**config.mk**
```make
export PLATFORM = sky130hd
export DESIGN_NAME = fpu_dsq_sched_flat
export DESIGN_NICKNAME = d
export VERILOG_FILES = /design/src/rtl/fpu_dsq_pkg.sv /design/src/rtl/fpu_dsq_sched_if.sv /design/src/rtl/fpu_dsq_cnt.sv /design/src/rtl/fpu_dsq_sched.sv /design/src/flat_wrapper.sv
export SDC_FILE = /design/constraint.sdc
export NUM_CORES = 1
export LEC_CHECK = 0
export ABC_AREA = 0
export CELL_PAD_IN_SITES_DETAIL_PLACEMENT = 1
export CELL_PAD_IN_SITES_GLOBAL_PLACEMENT = 1
export CORE_MARGIN = 3
export CORE_UTILIZATION = 25
export DETAILED_ROUTE_END_ITERATION = 7
export PLACE_DENSITY = 0.83
export SETUP_SLACK_MARGIN = 0.5
export SLEW_MARGIN = 10
export SYNTH_ARGS = -nofsm -noshare
export SYNTH_HDL_FRONTEND = slang
export SYNTH_SLANG_ARGS = --single-unit
```
**constraint.sdc**
```tcl
create_clock -name clk -period 1.3 [get_ports clk]
set_input_delay 0.195 -clock clk [delete_from_list [all_inputs] [get_ports clk]]
set_output_delay 0.195 -clock clk [all_outputs]
set_load 0.03 [all_outputs]
```
**src/rtl/fpu_dsq_pkg.sv**
```systemverilog
// Shared encodings and default iteration counts for the div/sqrt scheduler.
// BUSY_SQRT only exists when FPU_DSQ_SQRT_EN is defined.
package fpu_dsq_pkg;

  localparam int DIV_CYCLES_DEF  = 24;
  localparam int SQRT_CYCLES_DEF = 26;

  typedef enum logic [1:0] {
    IDLE      = 2'd0,
    BUSY_DIV  = 2'd1,
`ifdef FPU_DSQ_SQRT_EN
    BUSY_SQRT = 2'd2,
`endif
    DONE      = 2'd3
  } state_e;

  typedef enum logic {
    OP_DIV  = 1'b0,
    OP_SQRT = 1'b1
  } op_e;

endpackage

```
**src/rtl/fpu_dsq_sched_if.sv**
```systemverilog
// Request/result bundle between the FP pipeline (master) and the
// div/sqrt scheduler (slave).
interface fpu_dsq_sched_if;
  logic       div_req;
  logic       sqrt_req;
  logic [4:0] req_fd;
  logic [4:0] chk_fs;
  logic [4:0] chk_ft;
  logic       chk_en;
  logic       flush;
  logic       res_ack;
  logic       unit_start;
  logic       unit_op;
  logic [4:0] cnt_div;
  logic [4:0] cnt_sqrt;
  logic       accept;
  logic       busy;
  logic       stl_ds;
  logic       res_valid;
  logic       res_op;
  logic [4:0] res_fd;

  modport master (
    output div_req, sqrt_req, req_fd,
    output chk_fs, chk_ft, chk_en,
    output flush, res_ack,
    input  unit_start, unit_op,
    input  cnt_div, cnt_sqrt,
    input  accept, busy, stl_ds,
    input  res_valid, res_op, res_fd
  );

  modport slave (
    input  div_req, sqrt_req, req_fd,
    input  chk_fs, chk_ft, chk_en,
    input  flush, res_ack,
    output unit_start, unit_op,
    output cnt_div, cnt_sqrt,
    output accept, busy, stl_ds,
    output res_valid, res_op, res_fd
  );
endinterface

```
**src/rtl/fpu_dsq_cnt.sv**
```systemverilog
// 5-bit loadable down-counter with clear and zero flag.
module fpu_dsq_cnt (
  input  logic       clk,
  input  logic       rst_i,
  input  logic       load_i,
  input  logic       en_i,
  input  logic       clr_i,
  input  logic [4:0] load_val_i,
  output logic [4:0] cnt_o,
  output logic       zero_o
);

  logic [4:0] cnt_q, cnt_d;

  always_comb begin
    cnt_d = cnt_q;
    if (clr_i)
      cnt_d = '0;
    else if (load_i)
      cnt_d = load_val_i;
    else if (en_i && cnt_q != '0)
      cnt_d = cnt_q - 5'd1;
  end

  always_ff @(posedge clk) begin
    if (rst_i) cnt_q <= '0;
    else       cnt_q <= cnt_d;
  end

  assign cnt_o  = cnt_q;
  assign zero_o = (cnt_q == '0);

endmodule

```
**src/rtl/fpu_dsq_sched.sv**
```systemverilog
// Issue scheduler for the shared iterative div/sqrt unit.
// Sqrt support is compiled in only with FPU_DSQ_SQRT_EN.
module fpu_dsq_sched
  import fpu_dsq_pkg::*;
#(
  parameter int DIV_CYCLES  = DIV_CYCLES_DEF,
  parameter int SQRT_CYCLES = SQRT_CYCLES_DEF
) (
  input logic            clk,
  input logic            clrn,
  fpu_dsq_sched_if.slave bus
);

  state_e     state_q, state_d;
  op_e        op_q, op_d;
  logic [4:0] fd_q, fd_d;
  logic [4:0] cnt;
  logic       cnt_zero, cnt_load, cnt_en, cnt_clr;
  logic       sq, run_div, run_sqrt, running, busy, done;
  logic       take, take_sqrt, hit;

`ifdef FPU_DSQ_SQRT_EN
  assign sq       = bus.sqrt_req;
  assign run_sqrt = (state_q == BUSY_SQRT);
`else
  logic unused_sqrt_req;
  assign unused_sqrt_req = bus.sqrt_req;
  assign sq       = 1'b0;
  assign run_sqrt = 1'b0;
`endif

  assign run_div = (state_q == BUSY_DIV);
  assign running = run_div | run_sqrt;
  assign done    = (state_q == DONE);
  assign busy    = (state_q != IDLE);

  assign take = !clrn && !bus.flush
             && (bus.div_req || sq)
             && (!busy || (done && bus.res_ack));
  // div wins a same-cycle collision
  assign take_sqrt = take && !bus.div_req;

  assign hit = bus.chk_en && busy
            && (bus.chk_fs == fd_q || bus.chk_ft == fd_q);

  always_comb begin
    state_d  = state_q;
    op_d     = op_q;
    fd_d     = fd_q;
    cnt_load = 1'b0;
    cnt_en   = 1'b0;
    cnt_clr  = 1'b0;
    if (bus.flush) begin
      state_d = IDLE;
      cnt_clr = 1'b1;
    end else if (take) begin
`ifdef FPU_DSQ_SQRT_EN
      state_d = take_sqrt ? BUSY_SQRT : BUSY_DIV;
`else
      state_d = BUSY_DIV;
`endif
      op_d     = take_sqrt ? OP_SQRT : OP_DIV;
      fd_d     = bus.req_fd;
      cnt_load = 1'b1;
    end else begin
      unique case (state_q)
        BUSY_DIV: begin
          if (cnt_zero) state_d = DONE;
          else          cnt_en  = 1'b1;
        end
`ifdef FPU_DSQ_SQRT_EN
        BUSY_SQRT: begin
          if (cnt_zero) state_d = DONE;
          else          cnt_en  = 1'b1;
        end
`endif
        DONE: if (bus.res_ack) state_d = IDLE;
        default: ;
      endcase
    end
  end

  always_ff @(posedge clk) begin
    if (clrn) begin
      state_q <= IDLE;
      op_q    <= OP_DIV;
      fd_q    <= '0;
    end else begin
      state_q <= state_d;
      op_q    <= op_d;
      fd_q    <= fd_d;
    end
  end

  fpu_dsq_cnt u_cnt (
    .clk        (clk),
    .rst_i      (clrn),
    .load_i     (cnt_load),
    .en_i       (cnt_en),
    .clr_i      (cnt_clr),
    .load_val_i (take_sqrt ? 5'(SQRT_CYCLES - 1)
                           : 5'(DIV_CYCLES - 1)),
    .cnt_o      (cnt),
    .zero_o     (cnt_zero)
  );

  assign bus.accept     = take;
  assign bus.unit_start = take;
  assign bus.unit_op    = take ? take_sqrt : run_sqrt;
  assign bus.cnt_div    = run_div  ? cnt : 5'd0;
  assign bus.cnt_sqrt   = run_sqrt ? cnt : 5'd0;
  assign bus.busy       = busy;
  assign bus.stl_ds     = !clrn
    && (((bus.div_req || sq) && !take)
        || (sq && bus.div_req) || hit);
  assign bus.res_valid  = done;
  assign bus.res_op     = done && (op_q == OP_SQRT);
  assign bus.res_fd     = done ? fd_q : 5'd0;

  logic unused_running;
  assign unused_running = running;

endmodule

```
**src/flat_wrapper.sv**
```systemverilog
// flat-port wrapper written by rule: the top's interface ports become plain ports
module fpu_dsq_sched_flat import fpu_dsq_pkg::*;
#(
  parameter int DIV_CYCLES  = DIV_CYCLES_DEF,
  parameter int SQRT_CYCLES = SQRT_CYCLES_DEF
)
  (clk, clrn, bus_div_req, bus_sqrt_req, bus_req_fd, bus_chk_fs, bus_chk_ft, bus_chk_en, bus_flush, bus_res_ack, bus_unit_start, bus_unit_op, bus_cnt_div, bus_cnt_sqrt, bus_accept, bus_busy, bus_stl_ds, bus_res_valid, bus_res_op, bus_res_fd);
  fpu_dsq_sched_if bus_i ();
  input logic clk;
  input logic clrn;
  input wire logic [$bits(bus_i.div_req)-1:0] bus_div_req;
  input wire logic [$bits(bus_i.sqrt_req)-1:0] bus_sqrt_req;
  input wire logic [$bits(bus_i.req_fd)-1:0] bus_req_fd;
  input wire logic [$bits(bus_i.chk_fs)-1:0] bus_chk_fs;
  input wire logic [$bits(bus_i.chk_ft)-1:0] bus_chk_ft;
  input wire logic [$bits(bus_i.chk_en)-1:0] bus_chk_en;
  input wire logic [$bits(bus_i.flush)-1:0] bus_flush;
  input wire logic [$bits(bus_i.res_ack)-1:0] bus_res_ack;
  output wire logic [$bits(bus_i.unit_start)-1:0] bus_unit_start;
  output wire logic [$bits(bus_i.unit_op)-1:0] bus_unit_op;
  output wire logic [$bits(bus_i.cnt_div)-1:0] bus_cnt_div;
  output wire logic [$bits(bus_i.cnt_sqrt)-1:0] bus_cnt_sqrt;
  output wire logic [$bits(bus_i.accept)-1:0] bus_accept;
  output wire logic [$bits(bus_i.busy)-1:0] bus_busy;
  output wire logic [$bits(bus_i.stl_ds)-1:0] bus_stl_ds;
  output wire logic [$bits(bus_i.res_valid)-1:0] bus_res_valid;
  output wire logic [$bits(bus_i.res_op)-1:0] bus_res_op;
  output wire logic [$bits(bus_i.res_fd)-1:0] bus_res_fd;
  assign bus_i.div_req = bus_div_req;
  assign bus_i.sqrt_req = bus_sqrt_req;
  assign bus_i.req_fd = bus_req_fd;
  assign bus_i.chk_fs = bus_chk_fs;
  assign bus_i.chk_ft = bus_chk_ft;
  assign bus_i.chk_en = bus_chk_en;
  assign bus_i.flush = bus_flush;
  assign bus_i.res_ack = bus_res_ack;
  assign bus_unit_start = bus_i.unit_start;
  assign bus_unit_op = bus_i.unit_op;
  assign bus_cnt_div = bus_i.cnt_div;
  assign bus_cnt_sqrt = bus_i.cnt_sqrt;
  assign bus_accept = bus_i.accept;
  assign bus_busy = bus_i.busy;
  assign bus_stl_ds = bus_i.stl_ds;
  assign bus_res_valid = bus_i.res_valid;
  assign bus_res_op = bus_i.res_op;
  assign bus_res_fd = bus_i.res_fd;
  fpu_dsq_sched #(.DIV_CYCLES(DIV_CYCLES), .SQRT_CYCLES(SQRT_CYCLES)) u_core (.clk(clk), .clrn(clrn), .bus(bus_i));
endmodule
```
==> results of run 1 <==
==> report_power, final <==
part           internal, uW  switching, uW
combinational           198            193
clock                   120            164
sequential              408           16.3
==> final cells by class <==
type | count | area, sq um
clock buffers | 4 | 26.3
flip-flops and latches | 13 | 270
inverters | 5 | 21.3
diodes | 1 | 2.50
well taps | 44 | 55.1
fillers | 384 | 1370
multi-input cells | 83 | 741
repair buffers | 77 | 722
==> metrics by stage <==
step | cells | util
6_report | 227 | 0.574
5_1_grt | 227 | 0.574
4_1_cts | 221 | 0.543
3_5_place_dp | 208 | 0.469
3_3_place_gp | 208 | 0.469
2_1_floorplan | 112 | -
==> sequential cells by signal, indices dropped and copies added, names as in the netlist <==
register	cells
u_core.fd_q	5
u_core.u_cnt.cnt_o	5
u_core.op_q	1
u_core.state_q	2
==> cell usage after synthesis (2+ instances only) <==
master / count
a21oi_1: 7
a211oi_1: 3
nand4_1: 2
nand2_1: 12
dfxtp_1: 13
xor2_1: 4
inv_1: 4
xnor2_1: 7
buf_4: 8
o21ai_0: 3
and2_1: 4
nor2_2: 2
and3_1: 6
clkbuf_1: 2
nor3_1: 3
nor2b_1: 2
nor2_1: 6
nand3_1: 2
nor3b_1: 2
==> worst reg2reg max path: stages, from the launching register on <==
cell and delay (ns):
dfxtp_4 0.38, buf_4 0.12, buf_6 0.10, buf_6 0.11, nand2b_4 0.07, buf_4 0.14
nor4_4 0.26, xnor2_1 0.18, nor3_2 0.06
==> routing by layer <==
metal | wire length (um) | track usage | share of wire
met5 | 0 | 0 | 0
met4 | 127 | 0.101 | 0.031
met3 | 111 | 0.0171 | 0.027
met2 | 2180 | 0.364 | 0.53
met1 | 1680 | 0.224 | 0.41
==> cells by family (layout without fill, tap and decap cells) <==
logic type	after synthesis	after routing	share of synthesized area
AOI/OAI and AO/OA	16	16	0.125
xor gates and xnor gates	11	11	0.109
adders and majority gates	1	1	0.0142
buffers and inverters	16	86	0.111
DFF	13	13	0.295
other	1	7	0.00426
and+or+nand+nor	49	49	0.341
==> worst min path at each step <==
stage          slack [ns]          start                 to  cells past startpoint
2_1_floorplan        0.33  bus_req_fd[0]     u_core.fd_q[0]                      2
3_3_place_gp         0.47    u_core.op_q        u_core.op_q                      1
3_5_place_dp         0.51    u_core.op_q        u_core.op_q                      1
4_1_cts              0.38           clrn     u_core.fd_q[1]                      3
5_1_grt              0.43           clrn     u_core.fd_q[1]                      3
6_report             0.41    bus_res_ack  u_core.state_q[0]                      4
==> layout by cell type (no fill, tap or decap), types with 2 or more instances in the layout <==
master,instances
nand3_1,2
buf_4,30
a211oi_2,3
nor3_4,2
a21oi_1,2
xor2_1,4
conb_1,6
nor2_1,4
a21oi_2,4
dfxtp_1,9
nand2_2,6
buf_6,26
inv_1,2
dfxtp_4,2
clkdlybuf4s50_1,17
nand2_1,6
nor2_4,4
dlygate4sd2_1,2
nor3_2,3
inv_2,2
and2_4,4
clkbuf_4,3
and3_4,7
xnor2_1,7
dfxtp_2,2
nand4_1,2
==> timing repair <==
item	CTS	global route
hold buffers	0	0
endpoints found under the hold margin	0	0
pin swaps	13	13
endpoints found under the setup margin	29	29
cloned	0	0
gates resized for setup	46	19
setup buffers	9	5
==> results by stage, run 1 <==
Power:
- Across the VDD grid, the largest voltage drop is 0.000399 V.
- Dividing total power by cell area gives a power density of 598 nW/um^2.
- The power after layout is 1100 uW.
- In this run the static leakage power is 0.000770 uW.

Synthesis:
- The cell area after synthesis is 881 sq um.
- Of the post-synthesis cell area, the dominant cell type holds 0.295.
- For this run, the register share of the synthesized area comes to 0.295.
- The count of mapped cells out of synthesis is 107.
- The register bit count reported by yosys is 13.
- The number of flops mapped to enable cells by yosys is 0.
- The largest area contributor in the netlist is dfxtp_1.
- For this run, the leading register cell type out of synthesis is dfxtp_1.
- After synthesis, the cell types taking the most area are dfxtp_1 (30%), xnor2_1 (7.0%), buf_4 (6.8%), nand2_1 (5.1%), and3_1 (4.3%).
- After synthesis, the mean cell area works out to 8.23 sq um.
- Of all flip-flops after synthesis, the portion carrying an async set or reset was 0.
- The distinct cell type count after synthesis is 34.
- The Yosys step of the flow raised 0 warnings.

GRT:
- The total overflow left after global routing is 0.
- The via count of the first global-routing pass is 1172.
- The wire length of the first global-routing pass is 6.15 mm.
- Entering global routing, the biggest net connects 8 pins.
- In the global route stage, overall resource usage came out at 0.198.
- The initial antenna violation count was 1.

STA:
- For the finished layout, the period the worst path requires is 1.70 ns.
- The maximum clock skew at final layout is 0.00643 ns.
- The final hold violation count came to 0.
- Derived from the worst setup path, the maximum achievable clock frequency is 0.588 GHz.
- Setup violations remaining at the end of the flow were counted as 27.
- The final-layout setup total negative slack is -6.88 ns.
- The least setup slack across all paths after layout is -0.399 ns.
- Of the available clock period, the critical path in the final layout requires 1.31.
- The number of pins with negative max-slew slack in the final report was 0.
- Setup repair after global routing could not meet its margin everywhere.
- The worst hold slack after final layout is 0.415 ns.

Drt:
- The initial DRC count is 41.
- For this block, the via count after detailed routing is 1063.
- Using the TritonRoute via totals, the vias-per-cell ratio works out to 4.68.
- Dividing the detail-routed wire length by the instance count gives 18.1 um.
- The number of DRC violations after detailed routing is 0.
- The total length of routed wires is 4.10 mm.
- The number of nets with antenna violations after routing is 0.
- For this run, the detailed router's first-pass iteration total came to 4.

Critical path:
- The number of buffers and inverters on the critical path is 1.
- Data on the critical path is required at its endpoint by 1.11 ns.
- The critical path's largest stage delay is 0.39 ns.
- The critical path depth in cells is 5.
- Tracing the worst setup path back leads to its startpoint at u_core.state_q[1].
- Among all stages on the critical path, the largest delay is contributed by dfxtp_4.
- The critical path is of the flop to output pin type.
- The endpoint of the worst register-to-register path is u_core.u_cnt.cnt_o[3].
- Traced cell by cell, the critical path runs through nor2_4 -> nor3b_4 -> nand4_1 -> o211ai_1 -> buf_4.
- Of all nets on the critical path, the largest fanout is 4.
- The worst setup path is captured at an output pin.
- The worst register-to-register path begins at u_core.state_q[0].
- Across all register-to-register paths, the minimum setup slack is -0.22 ns.
- In this run the worst setup path terminates at bus_stl_ds.
- STA classifies the critical path startpoint as a flop.
- Data arrives at the worst endpoint at 1.50 ns.
- The number of cells on the worst reg-to-reg path is 8.
- The cell family contributing the most delay on the critical path is flip-flops.

Worst hold path:
- The worst hold path belongs to the class input pin to flop.

Run status:
- The flow ran to the end, but the final reports show violations.
- The checks that failed: setup timing.

Clock tree:
- Counting the buffers created by CTS gives 3.
- After clock tree synthesis, the clock-pin slew on the worst setup and hold paths is 0.09 ns.
- The root buffer cell is clkbuf_4.
- The largest buffer count on any clock path is 2.
- The count of H-tree levels built during CTS is 1.
- The later pin in the worst-skew pair is clocked with a latency of 0.30 ns.
- CTS saw 13 sinks.
- TritonCTS built the clock tree.

Finish:
- For this run, the post-layout net count is 206.
- The synthesis-to-layout area growth is 109%.
- The design area is 1840 sq um.
- In the final layout, the share of cells above drive strength 1 is 0.615.

Die:
- The initial utilization of the core area, before any placement, comes to 0.275.
- The I/O pin total is 44.
- From left edge to right edge, the die measures 65.4 um.
- The core box area is 3200 sq um.
- Row generation in the floorplan step produced 20 rows.
- From bottom edge to top edge, the die measures 65.4 um.
- The overall die area is 4270 sq um.

Placement:
- Summed over all nets, the half-perimeter wirelength after detailed placement is 2.63 mm.
- Once placement finished, the instance area stood at 1500 sq um.
- The congestion estimate from routability-driven global placement came to 0.830.
- At the placement stage, the worst setup path has a slack of -0.421 ns.
- Buffers placed on the I/O ports in this run total 36.

Flow run:
- Across the run, the number of max-cap violations was 0.
Power figures use the tool's default switching activity.
==> inputs of run 2 (changes only) <==
Settings changed: ABC_AREA 0 to default, CELL_PAD_IN_SITES_GLOBAL_PLACEMENT 1 to 2, CORE_UTILIZATION 25 to 19.
==> results by stage, run 2 (synthesized netlist as in run 1, its figures left out) <==
STA:
- Setup repair after global routing could not meet its margin everywhere.
- The count of endpoints failing setup in the final report came to 26 (-3.7%).
- The final clock period utilization by the worst path is 1.20 (-0.102).
- The time the worst path needs with I/O delays and setup is 1.57 ns (-0.133 ns).
- The maximum clock rate is 0.639 GHz (+8.5%).
- The maximum clock skew at final layout is 0.00151 ns (-0.00492 ns).
- The number of pins with negative max-slew slack in the final report was 0 (unchanged).
- The final hold violation count is 0 (unchanged).
- The least setup slack across all paths after layout came to -0.266 ns (+0.133 ns).

Finish:
- The number of cells in the finished layout apart from fillers came to 230 (+1.3%).
- The register area is 270 sq um (unchanged).
- The fraction of layout instances using a drive strength above 1 is 0.601 (-0.0143).
- In the layout the commonest cells are buf_4 (26), buf_6 (25), clkdlybuf4s50_1 (17).
- The multi-input gate area in the final layout is 723 sq um (-2.4%).
- The net total in the final layout is 202 (-1.9%).
- The synthesis-to-layout area growth is 109% (about the same).
- The most common cell after layout, fill and taps aside is buf_4.
- The number of antenna repair diodes came to 0 (-1).
- The design area is 1840 sq um (about the same).
- The final-layout fill cell count came to 502 (+31%).

Clock tree:
- The number of buffers inserted for hold repair after clock tree synthesis is 0 (unchanged).
- The clock net sink count was 13 (unchanged).
- The tree is rooted in a clkbuf_8.
- The count of H-tree levels built during CTS was 1 (unchanged).
- The clock-pin slew on the worst setup and hold paths is 0.06 ns (-0.03 ns).
- The largest buffer count on any clock path is 2 (unchanged).
- The number of CTS-inserted buffers is 3 (unchanged).
- The clock latency of the later-clocked register in the worst-skew pair is 0.25 ns (-0.05 ns).
- TritonCTS built the clock tree.

Die:
- The effective utilization at floorplan is 0.200 (-0.0755).
- The core box area was 4410 sq um (+38%).
- The I/O pin total is 44 (unchanged).
- The floorplan die width is 74.1 um (+13%).
- The die height is 74.1 um (+13%).
- The overall die area is 5490 sq um (+28%).
- The number of cell rows is 24 (+20%).

Placement:
- The placed wire-length estimate after detailed placement is 2.43 mm (-7.5%).
- The worst slack at placement is -0.405 ns (+0.0158 ns).
- The area after detailed placement was 1470 sq um (-2.0%).
- The number of instances in the placed design came to 209 (+0.48%).
- The number of input and output port buffers inserted is 36 (unchanged).
- The final weighted congestion in routability-driven placement is 0.712 (-14%).

Drt:
- The detailed-route vias per instance was 4.39 (-6.3%).
- The number of optimization iterations in the first detailed-route pass is 2 (-2).
- The initial DRC count came to 31 (-24%).
- The routed wirelength normalized by instance count is 14.9 um (-17%).
- The number of nets with antenna violations after routing is 0 (unchanged).
- The number of DRC violations after detailed routing is 0 (unchanged).
- The count of vias placed by the detailed router is 1009 (-5.1%).
- The total length of routed wires is 3.44 mm (-16%).

Critical path:
- Walking the worst path, the cells encountered are nor2_4 -> nor3b_2 -> nand4_1 -> o211ai_1 -> buf_4.
- The worst-path maximum fanout is 4 (unchanged).
- The worst setup path is launched from a flop.
- The cell family contributing the most delay on the critical path is flip-flops.
- STA classifies the critical path endpoint as an output pin.
- The critical path is of the flop to output pin type.
- The critical path depth in cells is 5 (unchanged).
- The number of cells on the worst reg-to-reg path is 6 (-2).
- The endpoint required time on the critical path was 1.11 ns (about the same).
- The endpoint arrival time on the critical path is 1.37 ns (-0.13 ns).
- The critical path's largest stage delay is 0.37 ns (-0.02 ns).
- The number of buffers and inverters on the critical path is 1 (unchanged).
- Among all stages on the critical path, the largest delay is contributed by dfxtp_4.

Power:
- The areal power density over the cells is 638 nW/um^2 (+6.8%).
- The largest vdd supply drop came to 0.000227 V (-43%).
- The static power due to leakage is 0.000759 uW (-1.5%).

GRT:
- The total global routing overflow came to 0 (unchanged).
- The initial antenna violation count is 0 (-1).
- The via count of the first global-routing pass is 1046 (-11%).
- The pin count of the biggest net entering global routing is 11 (+3).
- The total routing resource utilization after global routing was 0.122 (-0.0752).
- The wire length of the first global-routing pass came to 5.06 mm (-18%).

Worst hold path:
- The worst hold path depth was 4 (unchanged).
- The class of the worst hold path is input pin to flop.

Run status:
- The run finished, with violations left.
- The checks that failed: setup timing.

Flow run:
- The number of max-cap violations was 0 (unchanged).
==> run 2: cell types whose count changed in the layout (fill, tap and decap cells not counted), sizes merged <==
cell / before / now
buf: 57 / 53
clkdlybuf4s15: 1 / 2
diode: 1 / 0
dlygate4sd2: 2 / 1
==> run 2: repair_timing <==
item,in CTS,in global routing
setup buffers,8,9
resized for setup,46,19
pin swaps,12,12
setup endpoints to repair,29,29
==> run 2: final timing paths <==
path	startpoint	end	slack, ns
max reg2reg	u_core.state_q[0]	u_core.u_cnt.cnt_o[2]	-0.19
max	u_core.state_q[1]	bus_stl_ds	-0.27
min reg2reg	u_core.op_q	u_core.op_q	0.49
min	bus_res_ack	u_core.state_q[0]	0.45
==> run 2: worst reg2reg max path, cell delays in order (launching register included) <==
cell and delay (ns):
dfxtp_4 0.36, buf_4 0.12, buf_12 0.11, nand2b_4 0.08, nor3_4 0.34, a211oi_2 0.13, a311oi_1 0.25
==> run 2: metal layers <==
metal	vias up	GRT usage	routed length, um
met4	0	0.0584	74
met5	-	0	0
met3	6	0.0149	155
met1	481	0.143	1410
li1	492	-	-
met2	30	0.219	1790
==> run 2: power by group <==
part	internal, uW	switching, uW
Sequential	409	16.1
Clock	217	157
Combinational	199	174
Total	825	348
==> run 2: metrics by stage <==
stage	util	hold slack, ns	total power, uW	setup TNS (ns)
final	0.416	0.450	1170	-4.22
after global routing	0.416	0.478	1240	-5.87
after CTS	0.385	0.456	1140	-2.36
after detailed placement	0.334	0.482	728	-4.57
after global placement	0.334	0.475	721	-3.74
after floorplan	-	0.332	600	-0.166
==> run 2: cell type report <==
type,instances,share of cell area
multi-input cells,83,0.394
repair buffers,73,0.388
well taps,52,0.0354
clock buffers,4,0.0245
inverters,5,0.0116
flip-flops and latches,13,0.147
==> inputs of run 3 (changes only) <==
Settings changed: CORE_UTILIZATION 19 to 22, CTS_BUF_LIST from default to sky130_fd_sc_hd__clkbuf_8, PLACE_DENSITY 0.83 to default, PLACE_DENSITY_LB_ADDON from default to 0.1.
Clock period 1.3 ns to 1.8 ns, I/O delays scaled along.
==> results by stage, run 3 (synthesized netlist as in run 1, its figures left out) <==
Clock tree:
- The number of CTS-inserted buffers is 3 (unchanged).
- The clock latency of the later-clocked register in the worst-skew pair is 0.24 ns (about the same).
- The clock-pin slew on the worst setup and hold paths came to 0.06 ns (about the same).
- The tree is rooted in a clkbuf_8.
- The TritonCTS clock tree is yes.
- The clock net sink count was 13 (unchanged).
- The largest buffer count on any clock path is 2 (unchanged).
- The count of H-tree levels built during CTS is 1 (unchanged).

Power:
- The areal power density over the cells was 456 nW/um^2 (-28%).
- The power after layout is 823 uW (-30%).
- The largest vdd supply drop was 0.000384 V (+69%).
- The static power due to leakage is 0.000762 uW (+0.36%).

Drt:
- The number of optimization iterations in the first detailed-route pass came to 3 (+1).
- The length of routed met3 wiring is 139 um (-10%).
- The sum of routed wire segments on met1 is 1.36 mm (-3.8%).
- Signal routing reaches up to met4.
- The routed wirelength normalized by instance count is 13.5 um (-9.3%).
- The number of DRC violations after detailed routing came to 0 (unchanged).
- The initial DRC count is 28 (-9.7%).
- The total length of routed wires was 3.03 mm (-12%).
- The total length of routed met2 wires is 1.53 mm (-15%).
- The number of nets with antenna violations after routing is 0 (unchanged).
- The detailed-route vias per instance is 4.44 (+1.2%).
- The count of vias placed by the detailed router is 994 (-1.5%).

Finish:
- The number of cells in the finished layout apart from fillers is 224 (-2.6%).
- The top cell types in the final layout, fill and taps aside, are buf_4 (25), buf_6 (23), clkdlybuf4s50_1 (14).
- The final-layout fill cell count is 436 (-13%).
- The number of antenna repair diodes was 0 (unchanged).
- Leaving out fill and tap cells, the most frequent cell in the layout is buf_4.
- The net total in the final layout is 200 (-0.99%).
- The fraction of layout instances using a drive strength above 1 was 0.568 (-0.0329).
- The synthesis-to-layout area growth is 105%.

Placement:
- The number of input and output port buffers inserted is 36 (unchanged).
- The number of instances in the placed design is 193 (-7.7%).
- The final weighted congestion in routability-driven placement was 0.687 (-3.5%).
- The placed wire-length estimate after detailed placement is 2.10 mm (-14%).

STA:
- The maximum clock skew at final layout is 0.00220 ns (+0.000694 ns).
- The smallest clock period supported by the final layout is computed as 1.66 ns.
- In the finished design, the share of the clock period the worst path needs comes to 0.920.
- The maximum clock rate is 0.604 GHz.
- The number of pins with negative max-slew slack in the final report is 0 (unchanged).
- The worst hold slack after final layout came to 0.469 ns (+0.0190 ns).
- The count of endpoints failing setup in the final report is 0 (-100%).
- The final hold violation count is 0 (unchanged).
- Setup repair after global routing could not meet its margin everywhere.

GRT:
- The pin count of the biggest net entering global routing came to 8 (-3).
- The total routing resource utilization after global routing was 0.128 (+0.00557).
- The total global routing overflow came to 0 (unchanged).
- The initial antenna violation count is 0 (unchanged).
- The wire length of the first global-routing pass was 5.00 mm (-1.4%).
- The via count of the first global-routing pass is 1052 (+0.57%).

Critical path:
- The worst-path maximum fanout is 6 (+2).
- The endpoint arrival time on the critical path was 1.39 ns (+0.02 ns).
- The endpoint required time on the critical path came to 1.53 ns (+0.42 ns).
- The nature of the critical path endpoint is an output pin.
- The launching point of the worst reg2reg path is u_core.state_q[0].
- The worst setup path startpoint is u_core.state_q[0].
- The number of cells on the worst reg-to-reg path is 9 (+3).
- The critical path in this run is classified as flop to output pin.
- The worst setup path is launched from a flop.

Die:
- The effective utilization at floorplan is 0.234 (+0.0340).
- The core box area came to 3770 sq um (-15%).
- The die height came to 69.3 um (-6.5%).
- The number of cell rows came to 22 (-8.3%).
- The overall die area was 4800 sq um (-13%).
- The I/O pin total is 44 (unchanged).
- The floorplan die width came to 69.3 um (-6.5%).

Run status:
- The run finished with clean final reports.

Worst hold path:
- The beginning of the worst hold path is u_core.u_cnt.cnt_o[0].
- The class of the worst hold path is flop to flop.
- The worst hold path depth is 1 (-3).

Flow run:
- The number of max-cap violations came to 0 (unchanged).
-- run 3: cell types whose count changed in the layout (fill, tap and decap cells not counted), moves of 2 or more --
cell	change
buf_6	-2
clkdlybuf4s50_1	-3
o21ai_0	+2
nand2_2	-2
dlygate4sd2_1	+5
-- run 3: report_power, final --
group	internal, uW	switching, uW
registers	294	14.2
clock network	151	112
logic	135	117
-- run 3: critical path: stages, from the launching register on --
cell and delay [ns]:
dfxtp_4 0.37, buf_4 0.14, buf_6 0.10, buf_6 0.12
nor2b_4 0.13, and2_4 0.15, buf_6 0.13
-- run 3: final timing paths --
check                     endpoint  slack [ns]
min          u_core.u_cnt.cnt_o[0]        0.47
max                 bus_cnt_div[3]        0.14
max reg2reg  u_core.u_cnt.cnt_o[1]        0.27
min reg2reg  u_core.u_cnt.cnt_o[0]        0.47
-- run 3: per-layer routing --
layer  global-route usage  vias to the layer above
met5                    0                        -
met1                0.163                      476
li1                     -                      494
met2                0.215                       22
met4               0.0195                        0
met3               0.0391                        2
-- run 3: timing repair --
| action | CTS | global route |
|---|---|---|
| setup buffers | 19 | 8 |
| resized for setup | 91 | 28 |
| pin swaps | 14 | 10 |
| endpoints found under the setup margin | 27 | 27 |
| hold buffers | 0 | 0 |
-- run 3: area by class of cell --
type,instances,area (sq um),area share
repair buffers,71,694,0.385
well taps,48,60.1,0.0333
clock buffers,3,41.3,0.0229
clock inverters,1,3.75,0.00208
inverters,5,23.8,0.0132
flip-flops and latches,13,273,0.151
multi-input cells,83,708,0.393
-- run 3: through the flow --
stage	cell area (sq um)	util	setup WS, ns	TNS, ns
finish	1800	0.478	0.144	0
global route	1800	0.478	0.0581	0
CTS	1660	0.441	0.170	0
detailed placement	1340	0.355	-0.00687	-0.00687
global placement	1340	0.355	0.00694	0
floorplan	940	-	0.326	0
